`src/rtl/encout_pkg.sv`:
```
// Shared quadrature definitions: decoder states, phase-index mapping and
// edge-counter limits, common to the phase generator and the input decoder.
package encout_pkg;

  typedef enum logic [1:0] {
    IDLE  = 2'd0,
    PRIME = 2'd1,
    RUN   = 2'd2
  } enc_state_t;

  localparam logic [15:0] EDG_MAX = 16'h7FFF;
  localparam logic [15:0] EDG_MIN = 16'h8000;

  // (A,B) level pair to phase index; must match the generator's poscnt[1:0]
  function automatic logic [1:0] phase_idx(input logic a, input logic b);
    logic [1:0] idx;
    case ({a, b})
      2'b10:   idx = 2'd0;
      2'b00:   idx = 2'd1;
      2'b01:   idx = 2'd2;
      default: idx = 2'd3;
    endcase
    return idx;
  endfunction

  function automatic logic [15:0] edg_step(input logic [15:0] cnt,
                                           input logic up,
                                           input logic dn);
    logic [15:0] res;
    res = cnt;
    if (up && (cnt != EDG_MAX)) res = cnt + 16'd1;
    else if (dn && (cnt != EDG_MIN)) res = cnt - 16'd1;
    return res;
  endfunction

endpackage

```
`src/rtl/encin_phase_dec_if.sv`:
```
// Register-block side of the encoder-input decoder: configuration in,
// position/edge/status out.
interface encin_phase_dec_if #(
  parameter int FILT_W = 4
);

  logic              i_ence;
  logic              i_pol;
  logic [15:0]       i_posmax;
  logic [15:0]       i_poscnt_int;
  logic              i_set_poscnt;
  logic [FILT_W-1:0] i_filt_len;
  logic              i_zclr_en;
  logic              i_err_clr;
  logic              i_elc_intr;

  logic [15:0]       o_poscnt;
  logic [15:0]       o_edgcnt;
  logic [15:0]       o_edgcap;
  logic              o_cap_vld;
  logic              o_dir;
  logic              o_zdet;
  logic              o_err;
  logic              o_err_sts;

  modport master (
    output i_ence, i_pol, i_posmax, i_poscnt_int, i_set_poscnt,
           i_filt_len, i_zclr_en, i_err_clr, i_elc_intr,
    input  o_poscnt, o_edgcnt, o_edgcap, o_cap_vld, o_dir,
           o_zdet, o_err, o_err_sts
  );

  modport slave (
    input  i_ence, i_pol, i_posmax, i_poscnt_int, i_set_poscnt,
           i_filt_len, i_zclr_en, i_err_clr, i_elc_intr,
    output o_poscnt, o_edgcnt, o_edgcap, o_cap_vld, o_dir,
           o_zdet, o_err, o_err_sts
  );

endinterface

```
`src/rtl/encin_pin_filt.sv`:
```
// One encoder pin: synchronizer chain followed by a stability filter that
// accepts a level once it has been steady for i_filt_len+1 cycles.
module encin_pin_filt #(
  parameter int SYNC_STAGES = 2,
  parameter int FILT_W      = 4
) (
  input  logic              i_pclk,
  input  logic              i_presetn,
  input  logic              i_pin,
  input  logic [FILT_W-1:0] i_filt_len,
  output logic              o_level
);

  localparam logic [FILT_W-1:0] CNT_SAT = '1;

  logic [SYNC_STAGES-1:0] r_sync;
  logic                   r_last;
  logic [FILT_W-1:0]      r_run;
  logic                   r_level;
  logic                   w_sync;
  logic [FILT_W-1:0]      w_run;

  assign w_sync = r_sync[SYNC_STAGES-1];

  // w_run = number of cycles, beyond the first, that w_sync has held its value
  always_comb begin
    w_run = '0;
    if (w_sync == r_last) begin
      w_run = (r_run == CNT_SAT) ? CNT_SAT : r_run + 1'b1;
    end
  end

  always_ff @(posedge i_pclk or negedge i_presetn) begin
    if (!i_presetn) begin
      r_sync  <= '0;
      r_last  <= 1'b0;
      r_run   <= '0;
      r_level <= 1'b0;
    end else begin
      r_sync <= {r_sync[SYNC_STAGES-2:0], i_pin};
      r_last <= w_sync;
      r_run  <= w_run;
      if (w_run >= i_filt_len) begin
        r_level <= w_sync;
      end
    end
  end

  assign o_level = r_level;

endmodule

```
`src/rtl/encin_phase_dec.sv`:
```
// Quadrature encoder input decoder: filtered A/B/Z pins drive a wrapping
// position counter, a saturating signed edge counter and error/Z status.
module encin_phase_dec
  import encout_pkg::*;
#(
  parameter int SYNC_STAGES = 2,
  parameter int FILT_W      = 4
) (
  input  logic               i_pclk,
  input  logic               i_presetn,
  input  logic               i_pina,
  input  logic               i_pinb,
  input  logic               i_pinz,
  encin_phase_dec_if.slave   ctl
);

  logic        w_fa;
  logic        w_fb;
  logic        w_fz;
  logic [1:0]  w_idx;
  logic [1:0]  w_d;
  logic        w_up;
  logic        w_dn;
  logic        w_err;
  logic        w_ld_ref;
  logic        w_zclr;
  logic [15:0] w_pos_nxt;
  logic [15:0] w_edg_step;
  enc_state_t  w_state_nxt;

  enc_state_t  r_state;
  logic [1:0]  r_ref;
  logic [15:0] r_pos;
  logic [15:0] r_edg;
  logic [15:0] r_cap;
  logic        r_cap_vld;
  logic        r_dir;
  logic        r_zprev;
  logic        r_zdet;
  logic        r_err;
  logic        r_err_sts;

  encin_pin_filt #(.SYNC_STAGES(SYNC_STAGES), .FILT_W(FILT_W)) u_filt_a (
    .i_pclk     (i_pclk),
    .i_presetn  (i_presetn),
    .i_pin      (i_pina),
    .i_filt_len (ctl.i_filt_len),
    .o_level    (w_fa)
  );

  encin_pin_filt #(.SYNC_STAGES(SYNC_STAGES), .FILT_W(FILT_W)) u_filt_b (
    .i_pclk     (i_pclk),
    .i_presetn  (i_presetn),
    .i_pin      (i_pinb),
    .i_filt_len (ctl.i_filt_len),
    .o_level    (w_fb)
  );

  encin_pin_filt #(.SYNC_STAGES(SYNC_STAGES), .FILT_W(FILT_W)) u_filt_z (
    .i_pclk     (i_pclk),
    .i_presetn  (i_presetn),
    .i_pin      (i_pinz),
    .i_filt_len (ctl.i_filt_len),
    .o_level    (w_fz)
  );

  assign w_idx = phase_idx(w_fa, w_fb ^ ctl.i_pol);
  assign w_d   = w_idx - r_ref;

  // PRIME only re-references, so edges seen while disabled never count
  always_comb begin
    w_state_nxt = r_state;
    w_ld_ref    = 1'b0;
    w_up        = 1'b0;
    w_dn        = 1'b0;
    w_err       = 1'b0;
    case (r_state)
      IDLE: begin
        if (ctl.i_ence) w_state_nxt = PRIME;
      end
      PRIME: begin
        w_ld_ref    = 1'b1;
        w_state_nxt = RUN;
      end
      RUN: begin
        w_ld_ref = 1'b1;
        case (w_d)
          2'd1:    w_up  = 1'b1;
          2'd3:    w_dn  = 1'b1;
          2'd2:    w_err = 1'b1;
          default: ;
        endcase
        if (!ctl.i_ence) w_state_nxt = IDLE;
      end
      default: w_state_nxt = IDLE;
    endcase
  end

  assign w_zclr = ctl.i_zclr_en & r_zdet & (r_state == RUN);

  always_comb begin
    w_pos_nxt = r_pos;
    if (ctl.i_set_poscnt) begin
      w_pos_nxt = ctl.i_poscnt_int;
    end else if (w_zclr) begin
      w_pos_nxt = '0;
    end else if (w_up) begin
      w_pos_nxt = (r_pos >= ctl.i_posmax) ? 16'd0 : r_pos + 16'd1;
    end else if (w_dn) begin
      w_pos_nxt = (r_pos == 16'd0) ? ctl.i_posmax : r_pos - 16'd1;
    end
  end

  assign w_edg_step = edg_step(r_edg, w_up, w_dn);

  always_ff @(posedge i_pclk or negedge i_presetn) begin
    if (!i_presetn) begin
      r_state <= IDLE;
      r_ref   <= 2'd0;
    end else begin
      r_state <= w_state_nxt;
      if (w_ld_ref) r_ref <= w_idx;
    end
  end

  // A capture takes the count including this cycle's step, then restarts
  always_ff @(posedge i_pclk or negedge i_presetn) begin
    if (!i_presetn) begin
      r_pos     <= '0;
      r_edg     <= '0;
      r_cap     <= '0;
      r_cap_vld <= 1'b0;
      r_dir     <= 1'b0;
      r_zprev   <= 1'b0;
      r_zdet    <= 1'b0;
      r_err     <= 1'b0;
      r_err_sts <= 1'b0;
    end else begin
      r_pos     <= w_pos_nxt;
      r_cap_vld <= ctl.i_elc_intr;
      if (ctl.i_elc_intr) begin
        r_cap <= w_edg_step;
        r_edg <= '0;
      end else begin
        r_edg <= w_edg_step;
      end
      if (w_up || w_dn) r_dir <= w_up;
      r_zprev <= w_fz;
      r_zdet  <= w_fz & ~r_zprev;
      r_err   <= w_err;
      if (w_err) begin
        r_err_sts <= 1'b1;
      end else if (ctl.i_err_clr) begin
        r_err_sts <= 1'b0;
      end
    end
  end

  assign ctl.o_poscnt  = r_pos;
  assign ctl.o_edgcnt  = r_edg;
  assign ctl.o_edgcap  = r_cap;
  assign ctl.o_cap_vld = r_cap_vld;
  assign ctl.o_dir     = r_dir;
  assign ctl.o_zdet    = r_zdet;
  assign ctl.o_err     = r_err;
  assign ctl.o_err_sts = r_err_sts;

endmodule
```
`src/flat_wrapper.sv`:
```
// flat-port wrapper written by rule: the top's interface ports become plain ports
module encin_phase_dec_flat import encout_pkg::*;
#(
  parameter int SYNC_STAGES = 2,
  parameter int FILT_W      = 4
)
  (i_pclk, i_presetn, i_pina, i_pinb, i_pinz, ctl_i_ence, ctl_i_pol, ctl_i_posmax, ctl_i_poscnt_int, ctl_i_set_poscnt, ctl_i_filt_len, ctl_i_zclr_en, ctl_i_err_clr, ctl_i_elc_intr, ctl_o_poscnt, ctl_o_edgcnt, ctl_o_edgcap, ctl_o_cap_vld, ctl_o_dir, ctl_o_zdet, ctl_o_err, ctl_o_err_sts);
  encin_phase_dec_if #(.FILT_W(FILT_W)) ctl_i ();
  input  logic i_pclk;
  input  logic i_presetn;
  input  logic i_pina;
  input  logic i_pinb;
  input  logic i_pinz;
  input wire logic [$bits(ctl_i.i_ence)-1:0] ctl_i_ence;
  input wire logic [$bits(ctl_i.i_pol)-1:0] ctl_i_pol;
  input wire logic [$bits(ctl_i.i_posmax)-1:0] ctl_i_posmax;
  input wire logic [$bits(ctl_i.i_poscnt_int)-1:0] ctl_i_poscnt_int;
  input wire logic [$bits(ctl_i.i_set_poscnt)-1:0] ctl_i_set_poscnt;
  input wire logic [$bits(ctl_i.i_filt_len)-1:0] ctl_i_filt_len;
  input wire logic [$bits(ctl_i.i_zclr_en)-1:0] ctl_i_zclr_en;
  input wire logic [$bits(ctl_i.i_err_clr)-1:0] ctl_i_err_clr;
  input wire logic [$bits(ctl_i.i_elc_intr)-1:0] ctl_i_elc_intr;
  output wire logic [$bits(ctl_i.o_poscnt)-1:0] ctl_o_poscnt;
  output wire logic [$bits(ctl_i.o_edgcnt)-1:0] ctl_o_edgcnt;
  output wire logic [$bits(ctl_i.o_edgcap)-1:0] ctl_o_edgcap;
  output wire logic [$bits(ctl_i.o_cap_vld)-1:0] ctl_o_cap_vld;
  output wire logic [$bits(ctl_i.o_dir)-1:0] ctl_o_dir;
  output wire logic [$bits(ctl_i.o_zdet)-1:0] ctl_o_zdet;
  output wire logic [$bits(ctl_i.o_err)-1:0] ctl_o_err;
  output wire logic [$bits(ctl_i.o_err_sts)-1:0] ctl_o_err_sts;
  assign ctl_i.i_ence = ctl_i_ence;
  assign ctl_i.i_pol = ctl_i_pol;
  assign ctl_i.i_posmax = ctl_i_posmax;
  assign ctl_i.i_poscnt_int = ctl_i_poscnt_int;
  assign ctl_i.i_set_poscnt = ctl_i_set_poscnt;
  assign ctl_i.i_filt_len = ctl_i_filt_len;
  assign ctl_i.i_zclr_en = ctl_i_zclr_en;
  assign ctl_i.i_err_clr = ctl_i_err_clr;
  assign ctl_i.i_elc_intr = ctl_i_elc_intr;
  assign ctl_o_poscnt = ctl_i.o_poscnt;
  assign ctl_o_edgcnt = ctl_i.o_edgcnt;
  assign ctl_o_edgcap = ctl_i.o_edgcap;
  assign ctl_o_cap_vld = ctl_i.o_cap_vld;
  assign ctl_o_dir = ctl_i.o_dir;
  assign ctl_o_zdet = ctl_i.o_zdet;
  assign ctl_o_err = ctl_i.o_err;
  assign ctl_o_err_sts = ctl_i.o_err_sts;
  encin_phase_dec #(.SYNC_STAGES(SYNC_STAGES), .FILT_W(FILT_W)) u_core (.i_pclk(i_pclk), .i_presetn(i_presetn), .i_pina(i_pina), .i_pinb(i_pinb), .i_pinz(i_pinz), .ctl(ctl_i));
endmodule
```
`config.mk`:
```
export PLATFORM = sky130hd
export DESIGN_NAME = encin_phase_dec_flat
export DESIGN_NICKNAME = d
export VERILOG_FILES = /design/src/rtl/encout_pkg.sv /design/src/rtl/encin_phase_dec_if.sv /design/src/rtl/encin_pin_filt.sv /design/src/rtl/encin_phase_dec.sv /design/src/flat_wrapper.sv
export SDC_FILE = /design/constraint.sdc
export NUM_CORES = 1
export LEC_CHECK = 0
export BUFFER_PORTS_ARGS = -buffer_cell sky130_fd_sc_hd__clkbuf_2
export CAP_MARGIN = 10
export CORE_MARGIN = 8
export CORE_UTILIZATION = 29
export DETAILED_ROUTE_END_ITERATION = 10
export PLACE_DENSITY = 0.46
export SYNTH_ARGS = -nofsm -noshare
export SYNTH_HDL_FRONTEND = slang
export SYNTH_SLANG_ARGS = --single-unit
```
`constraint.sdc`:
```
create_clock -name i_pclk -period 2.75 [get_ports i_pclk]
set_input_delay 0.4125 -clock i_pclk [delete_from_list [all_inputs] [get_ports i_pclk]]
set_output_delay 0.4125 -clock i_pclk [all_outputs]
set_load 0.01 [all_outputs]
```
* After elaboration in Yosys (flattened, before gate mapping)
Index checks and enable logic that the tools add are counted.
** Storage, ports and cells
- Output and inout bits :: 53
- Register bits :: 82
- Input bits :: 47
- Word-level logic and storage cells :: 95
** Cells by class
- Muxes and demuxes :: 28
- Equality and inequality tests :: 17
- Bitwise operators :: 5
- Magnitude comparators :: 4
- Add/sub/neg operators :: 8
- Reductions and logical operators :: 10
** Operators with widths (count)
- $mux W16 :: 9
- $add A16 B1 Y16 const B :: 2
- $sub A16 B1 Y16 const B :: 2
- $mux W4 :: 6
- $ge A16 B16 Y1 :: 1
- $logic_not A16 Y1 :: 1
- $ne A16 B15 Y1 const B :: 1
- $ne A16 B16 Y1 const B :: 1
- $add A4 B1 Y4 const B :: 3
- $eq A4 B4 Y1 const B :: 3
- $ge A4 B4 Y1 :: 3
- $pmux W2 S3 :: 2
- $mux W1 :: 9
- $eq A2 B2 Y1 const B :: 4
- $eq A2 B1 Y1 const B :: 3
- $logic_not A2 Y1 :: 2
- $mux W2 :: 2
- $ne A2 B2 Y1 const B :: 2
- $reduce_bool A4 Y1 :: 1
- $and A1 B1 Y1 :: 3
- $eq A1 B1 Y1 :: 3
- $logic_and A1 B1 Y1 :: 2
- $reduce_and A2 Y1 :: 1
- $reduce_bool A2 Y1 :: 1
- other kinds (5) :: 5

* Depth between registers and ports, before layout
- Depth in word-level cells :: 11
- Depth in mapped cells :: 11
- Mapped depth without buffers :: 10

* Cells and area by module
A second synthesis with hierarchy kept.
** Second synthesis, totals
- Cells, all modules :: 640
- Area, all modules :: 5669.2 um^2
** Modules (own cells, without submodules)
- encin_phase_dec :: cells each 532, seq. area each 1451.4 um^2, area an instance 4459.3 um^2, instances 1
- encin_pin_filt at u_core.u_filt_a ... :: cells each 36, seq. area each 200.2 um^2, area an instance 394.1 um^2, instances 2
- encin_pin_filt at u_core.u_filt_z :: cells each 36, seq. area each 200.2 um^2, area an instance 421.7 um^2, instances 1

* Worst setup path after synthesis
No wires, ideal clock.
- Path kind :: input -> register
- Start point :: input ctl_i_pol
- End point :: register u_core.r_cap[15] (netlist: u_core.ctl.o_edgcap[15])
- Stages :: 10
- Setup time :: 0.092 ns
- Arrival :: 2.678 ns
- Required time :: 2.658 ns
- Path slack :: -0.020 ns
- Path buffers :: 0
- Path through :: xor2_1 > ha_1 > inv_1 > ha_1 > xnor2_2 > xor2_2 > o211ai_2 > or4_4 > and3b_4 > o31ai_2
** On the way
- Cells in the longest elaborated chain, start to end :: 10
- Elaborated cells on any way between the ends :: 16
- Those cells by class :: 1 x add/sub; 4 x eq/ne; 7 x mux; 1 x bitwise; 3 x reduce/logical
** Ends and longest elaborated chain
- start, declared :: RTL line flat_wrapper.sv:15 : input wire logic [$bits(ctl_i.i_pol)-1:0] ctl_i_pol;
- $xor A1 B1 Y1 * :: RTL line encin_phase_dec.sv:67 : assign w_idx = phase_idx(w_fa, w_fb ^ ctl.i_pol);
- $eq A2 B1 Y1, or another cell as far along :: RTL line encout_pkg.sv:17 : case ({a, b})
- $pmux W2 S3 * :: RTL line encout_pkg.sv:17
- named net u_core.w_idx[0] :: RTL line encin_phase_dec.sv:20 : logic [1:0] w_idx;
- $sub A2 B2 Y2 * :: RTL line encin_phase_dec.sv:68 : assign w_d = w_idx - r_ref;
- $eq A2 B2 Y1 :: RTL line encin_phase_dec.sv:87 : case (w_d)
- $mux W1 :: RTL line encin_phase_dec.sv:87
- $mux W1 :: RTL line encin_phase_dec.sv:77 : case (r_state)
- $logic_and A1 B1 Y1 :: RTL line encout_pkg.sv:32 : else if (dn && (cnt != EDG_MIN)) res = cnt - 16'd1;
- $mux W16 :: RTL line encout_pkg.sv:32
- $mux W16 * :: RTL line encout_pkg.sv:31 : if (up && (cnt != EDG_MAX)) res = cnt + 16'd1;
- end signal, assigned :: RTL line encin_phase_dec.sv:142 : r_cap <= w_edg_step;
- end, declared :: RTL line encin_phase_dec.sv:35 : logic [15:0] r_cap;
The timed path passes the listed nets; every way through them passes the cells marked *.
A chain may end at the register's enable or synchronous reset.

* Final worst setup path
- Start point :: register u_core.u_filt_b.r_level (netlist: u_core.u_filt_b.o_level)
- End point :: register u_core.r_cap[15] (netlist: u_core.ctl.o_edgcap[15])
** On the way
- Cells in the longest elaborated chain, start to end :: 10
- Elaborated cells on any way between the ends :: 16
- Those cells by class :: 1 x add/sub; 4 x eq/ne; 7 x mux; 1 x bitwise; 3 x reduce/logical
** Ends and longest elaborated chain
- start, declared :: RTL line encin_pin_filt.sv:19 : logic r_level;
- start signal, assigned :: RTL line encin_pin_filt.sv:44 : r_level <= w_sync;
- $xor A1 B1 Y1 * :: RTL line encin_phase_dec.sv:67
- $eq A2 B1 Y1, or another cell as far along :: RTL line encout_pkg.sv:17
- $pmux W2 S3 * :: RTL line encout_pkg.sv:17
- named net u_core.w_idx[0] :: RTL line encin_phase_dec.sv:20
- $sub A2 B2 Y2 * :: RTL line encin_phase_dec.sv:68
- $eq A2 B2 Y1 :: RTL line encin_phase_dec.sv:87
- $mux W1 :: RTL line encin_phase_dec.sv:87
- $mux W1 :: RTL line encin_phase_dec.sv:77
- $logic_and A1 B1 Y1 :: RTL line encout_pkg.sv:32
- $mux W16 :: RTL line encout_pkg.sv:32
- $mux W16 * :: RTL line encout_pkg.sv:31
Marks and branches as above.

==> impl_metrics.env <==
export IMPL_fill_cells=1945
export IMPL_r2r_slack_ps=50
export IMPL_overflow=0
export IMPL_antenna_left=0
export IMPL_synth_compound_area_share_pct=18.3
export IMPL_whs_ps=56.7
export IMPL_crit_arrival_ps=2950
export IMPL_syn_inst=618
export IMPL_synth_edf_count=0
export IMPL_grt_pass1_vias=5193
export IMPL_antenna_found_initial=1
export IMPL_synthMuxAreaShare_pct=1.73
export IMPL_rsz0062_at_grt="true"
export IMPL_cp_startpoint="u_core.u_filt_b.o_level$_DFFE_PN0P_"
export IMPL_numPortBuffers=99
export IMPL_cts_tree="done"
export IMPL_cts_clk_slew_worst_paths_ps=60
export IMPL_setup_violations=0
export IMPL_clock_path_buffers=2
export IMPL_nets=839
export IMPL_std_cell_rows=50
export IMPL_drt_iter0_drc=309
export IMPL_cap_violations=0
export IMPL_min_path_type="primary input to asynchronous set/reset pin"
export IMPL_grt_use_met2_pct=24.8
export IMPL_max_freq_mhz=371
export IMPL_grt_util_met1_pct=18.0
export IMPL_initial_core_util_pct=29.5
export IMPL_met3_usage_pct=3.48
export IMPL_drc=0
export IMPL_die_w_um=154
export IMPL_report_final_slew_viol_count=0
export IMPL_grt_pass1_wl_mm=27.7
export IMPL_track_usage_pct=14.6
export IMPL_routabilityCongestion=0.861
export IMPL_via_per_inst=5.30
export IMPL_die_area_mm2=0.0236
export IMPL_yosysWarnings=0
export IMPL_top_usage_layer="met2"
export IMPL_synth_area_leaders="dfrtp_1 37%, ha_1 10%, nand2_1 4.4%"
export IMPL_synthAdderAreaFrac_pct=10.0
export IMPL_yosysUniqueCellTypes=71
export IMPL_ioPinCount=100
export IMPL_cp_max_fo=5
export IMPL_syn_nets=709
export IMPL_worstPathRequired_ps=3010
export IMPL_hold_viol=0
export IMPL_cp_end_kind="flop"
export IMPL_ys_async_sr_fraction_pct=100
export IMPL_yosys_area_top_type="dfrtp_1"
export IMPL_slew_headroom_pct=59.9
export IMPL_cts_root_buf="clkbuf_16"
export IMPL_cts_hold_buf=0
export IMPL_cts_sinks=82
export IMPL_ir_drop_mv=0.484
export IMPL_period_share_pct=98.0
export IMPL_synth_seq_cells=82
export IMPL_synth_xor_area_share_pct=5.85
export IMPL_cts_buffers=9
export IMPL_powerDensity_mw_per_mm2=1110
export IMPL_htree_levels=3
export IMPL_dpl_hpwl_mm=13.2
export IMPL_firstDrtPassIters=5
export IMPL_ys_seq_area_share_pct=37.3
export IMPL_synth_simple_area_share_pct=21.5
export IMPL_status="finished clean"
export IMPL_drive_gt1_share_pct=26.4
export IMPL_synth_top_family_by_area="simple AND/OR/NAND/NOR gates"
export IMPL_crit_path_start_kind="flop"
export IMPL_avgRoutedWirePerCell_um=17.7
export IMPL_clk_latency_ps=350
export IMPL_syn_to_final_growth_pct=28.1
export IMPL_reg2regPathDepth=12
export IMPL_yosysTopAreaCellShare_pct=37.3
export IMPL_reg2reg_from="u_core.u_filt_b.o_level$_DFFE_PN0P_"
export IMPL_avgSynthCellArea_um2=8.90
export IMPL_ys_flop_type="dfrtp_1"
export IMPL_power_mw=7.84
export IMPL_multi_input_area_mm2=0.00328
export IMPL_seqCellArea_mm2=0.00205
export IMPL_fin_crit_ps=2700
export IMPL_worst_pin_slew_ps=601
export IMPL_fp_coreArea_mm2=0.0186
export IMPL_syn_area_mm2=0.00550
export IMPL_drt_wl_total_mm=17.5
export IMPL_vias=5235
export IMPL_fin_setup_tns_ps=0
export IMPL_critical_path_class="flop to flop"
export IMPL_timing_rr_end="u_core.ctl.o_edgcap[15]$_DFFE_PN0P_"
export IMPL_grt_max_degree=44
export IMPL_die_y_um=154
export IMPL_power_leakage_nw=3.34
export IMPL_skew_ps=10.8
[synth_stat cells (3+ instances only)]
master	instances
mux2i_1	5
inv_1	42
xor2_1	13
nand2b_1	7
a211oi_1	3
xnor2_1	20
o21ai_0	31
a22oi_1	6
nand4_1	17
nor3b_1	5
a21oi_1	22
or2_2	3
a32oi_1	5
nand3_1	30
nor2_1	44
and3_1	7
a31oi_1	11
nor2b_1	3
o22ai_1	7
a21o_1	15
dfrtp_1	82
or4_1	4
nor3_1	17
or3_1	8
buf_2	4
nand2_1	65
o211ai_1	8
mux2_2	4
o2111ai_1	4
o21ai_1	8
clkbuf_1	23
ha_1	44
[kinds of logic (layout without fill, tap and decap cells)]
logic type	count (synthesis)	after routing
other	0	1
adder cells (fa/ha/maj)	44	44
multiplexers	9	9
XOR/XNOR	35	35
buffers and inverters	72	207
AND/OR/NAND/NOR	228	228
flip-flops	82	82
AO/OA/AOI/OAI	148	148
[worst max path at each step]
stage | to | slack, ps
floorplan | u_core.ctl.o_edgcap[15]$_DFFE_PN0P_ | 4
global placement | u_core.ctl.o_edgcap[8]$_DFFE_PN0P_ | -330
detailed placement | u_core.ctl.o_edgcap[8]$_DFFE_PN0P_ | -350
CTS | u_core.ctl.o_edgcap[15]$_DFFE_PN0P_ | -3
global route | u_core.ctl.o_edgcap[15]$_DFFE_PN0P_ | -80
finish | u_core.ctl.o_edgcap[15]$_DFFE_PN0P_ | 50
[layout make-up]
class                      instances  area share [%]
multi-input combinational        464            46.6
sequential                        82            29.1
timing repair buffer             149            13.3
tap                              234            4.16
clock buffer                      12            3.78
inverter                          42            2.24
clock inverter                     4           0.799
antenna                            1          0.0355
[flip-flops by register name, indices dropped and copies added, names as in the netlist, 2 cells and up]
register	count
u_core.ctl.o_edgcap	16
u_core.ctl.o_edgcnt	16
u_core.ctl.o_poscnt	16
u_core.r_ref	2
u_core.r_state	2
u_core.u_filt_a.r_run	4
u_core.u_filt_a.r_sync	2
u_core.u_filt_b.r_run	4
u_core.u_filt_b.r_sync	2
u_core.u_filt_z.r_run	4
u_core.u_filt_z.r_sync	2
[repair_timing]
action | in CTS | in global routing
pin swaps | 2 | 7
endpoints found under the hold margin | 0 | 0
setup endpoints to repair | 16 | 24
setup buffers | 2 | 2
gates resized for setup | 4 | 22
[critical path, cell delays in order, from the launching register on]
cell and delay [ps]:
dfrtp_1 400, xor2_2 160, ha_1 310, inv_2 50, ha_4 160, xnor2_4 180
buf_6 140, xor2_4 160, buf_6 150, o211ai_4 70, or4_4 420, and3b_4 200
o31ai_2 200
[layer usage]
layer | routed length, µm | share of wire [%] | up-vias
met5 | 0 | 0 | -
met1 | 7530 | 43 | 2549
met4 | 342 | 2.0 | 0
met3 | 1080 | 6.2 | 20
li1 | - | - | 2499
met2 | 8510 | 49 | 167
[power breakdown]
group,internal (mW),switching [mW],leakage (nW)
logic,2.08,2.43,2.12
registers,1.59,0.425,1.06
clock network,0.785,0.529,0.159
[metrics by stage]
step                      instances  utilization [%]  cell area, µm²  setup slack [ps]
final                           988             37.8            7040              54.9
after global routing            988             37.8            7040             -80.3
after CTS                       985             37.1            6910             -3.20
after detailed placement        967             35.1            6550              -351
after global placement          967             35.1            6550              -326
after floorplan                 618                -            5500              3.82
[cells in the final DEF (no fill, tap or decap), types with 6 or more instances in the layout]
master / n
nor3_1: 16
or3_1: 8
clkbuf_2: 98
o21ai_0: 28
nand2_1: 64
clkbuf_16: 9
a21o_1: 15
nand4_1: 17
a22oi_1: 6
nand2b_1: 7
a21oi_1: 22
inv_1: 41
o211ai_1: 8
nor2_1: 44
o21ai_1: 10
and3_1: 7
dfrtp_1: 82
xor2_1: 12
a31oi_1: 11
ha_1: 43
buf_4: 44
nand3_1: 29
xnor2_1: 18
Note: power is estimated with default switching activity, not from simulation.
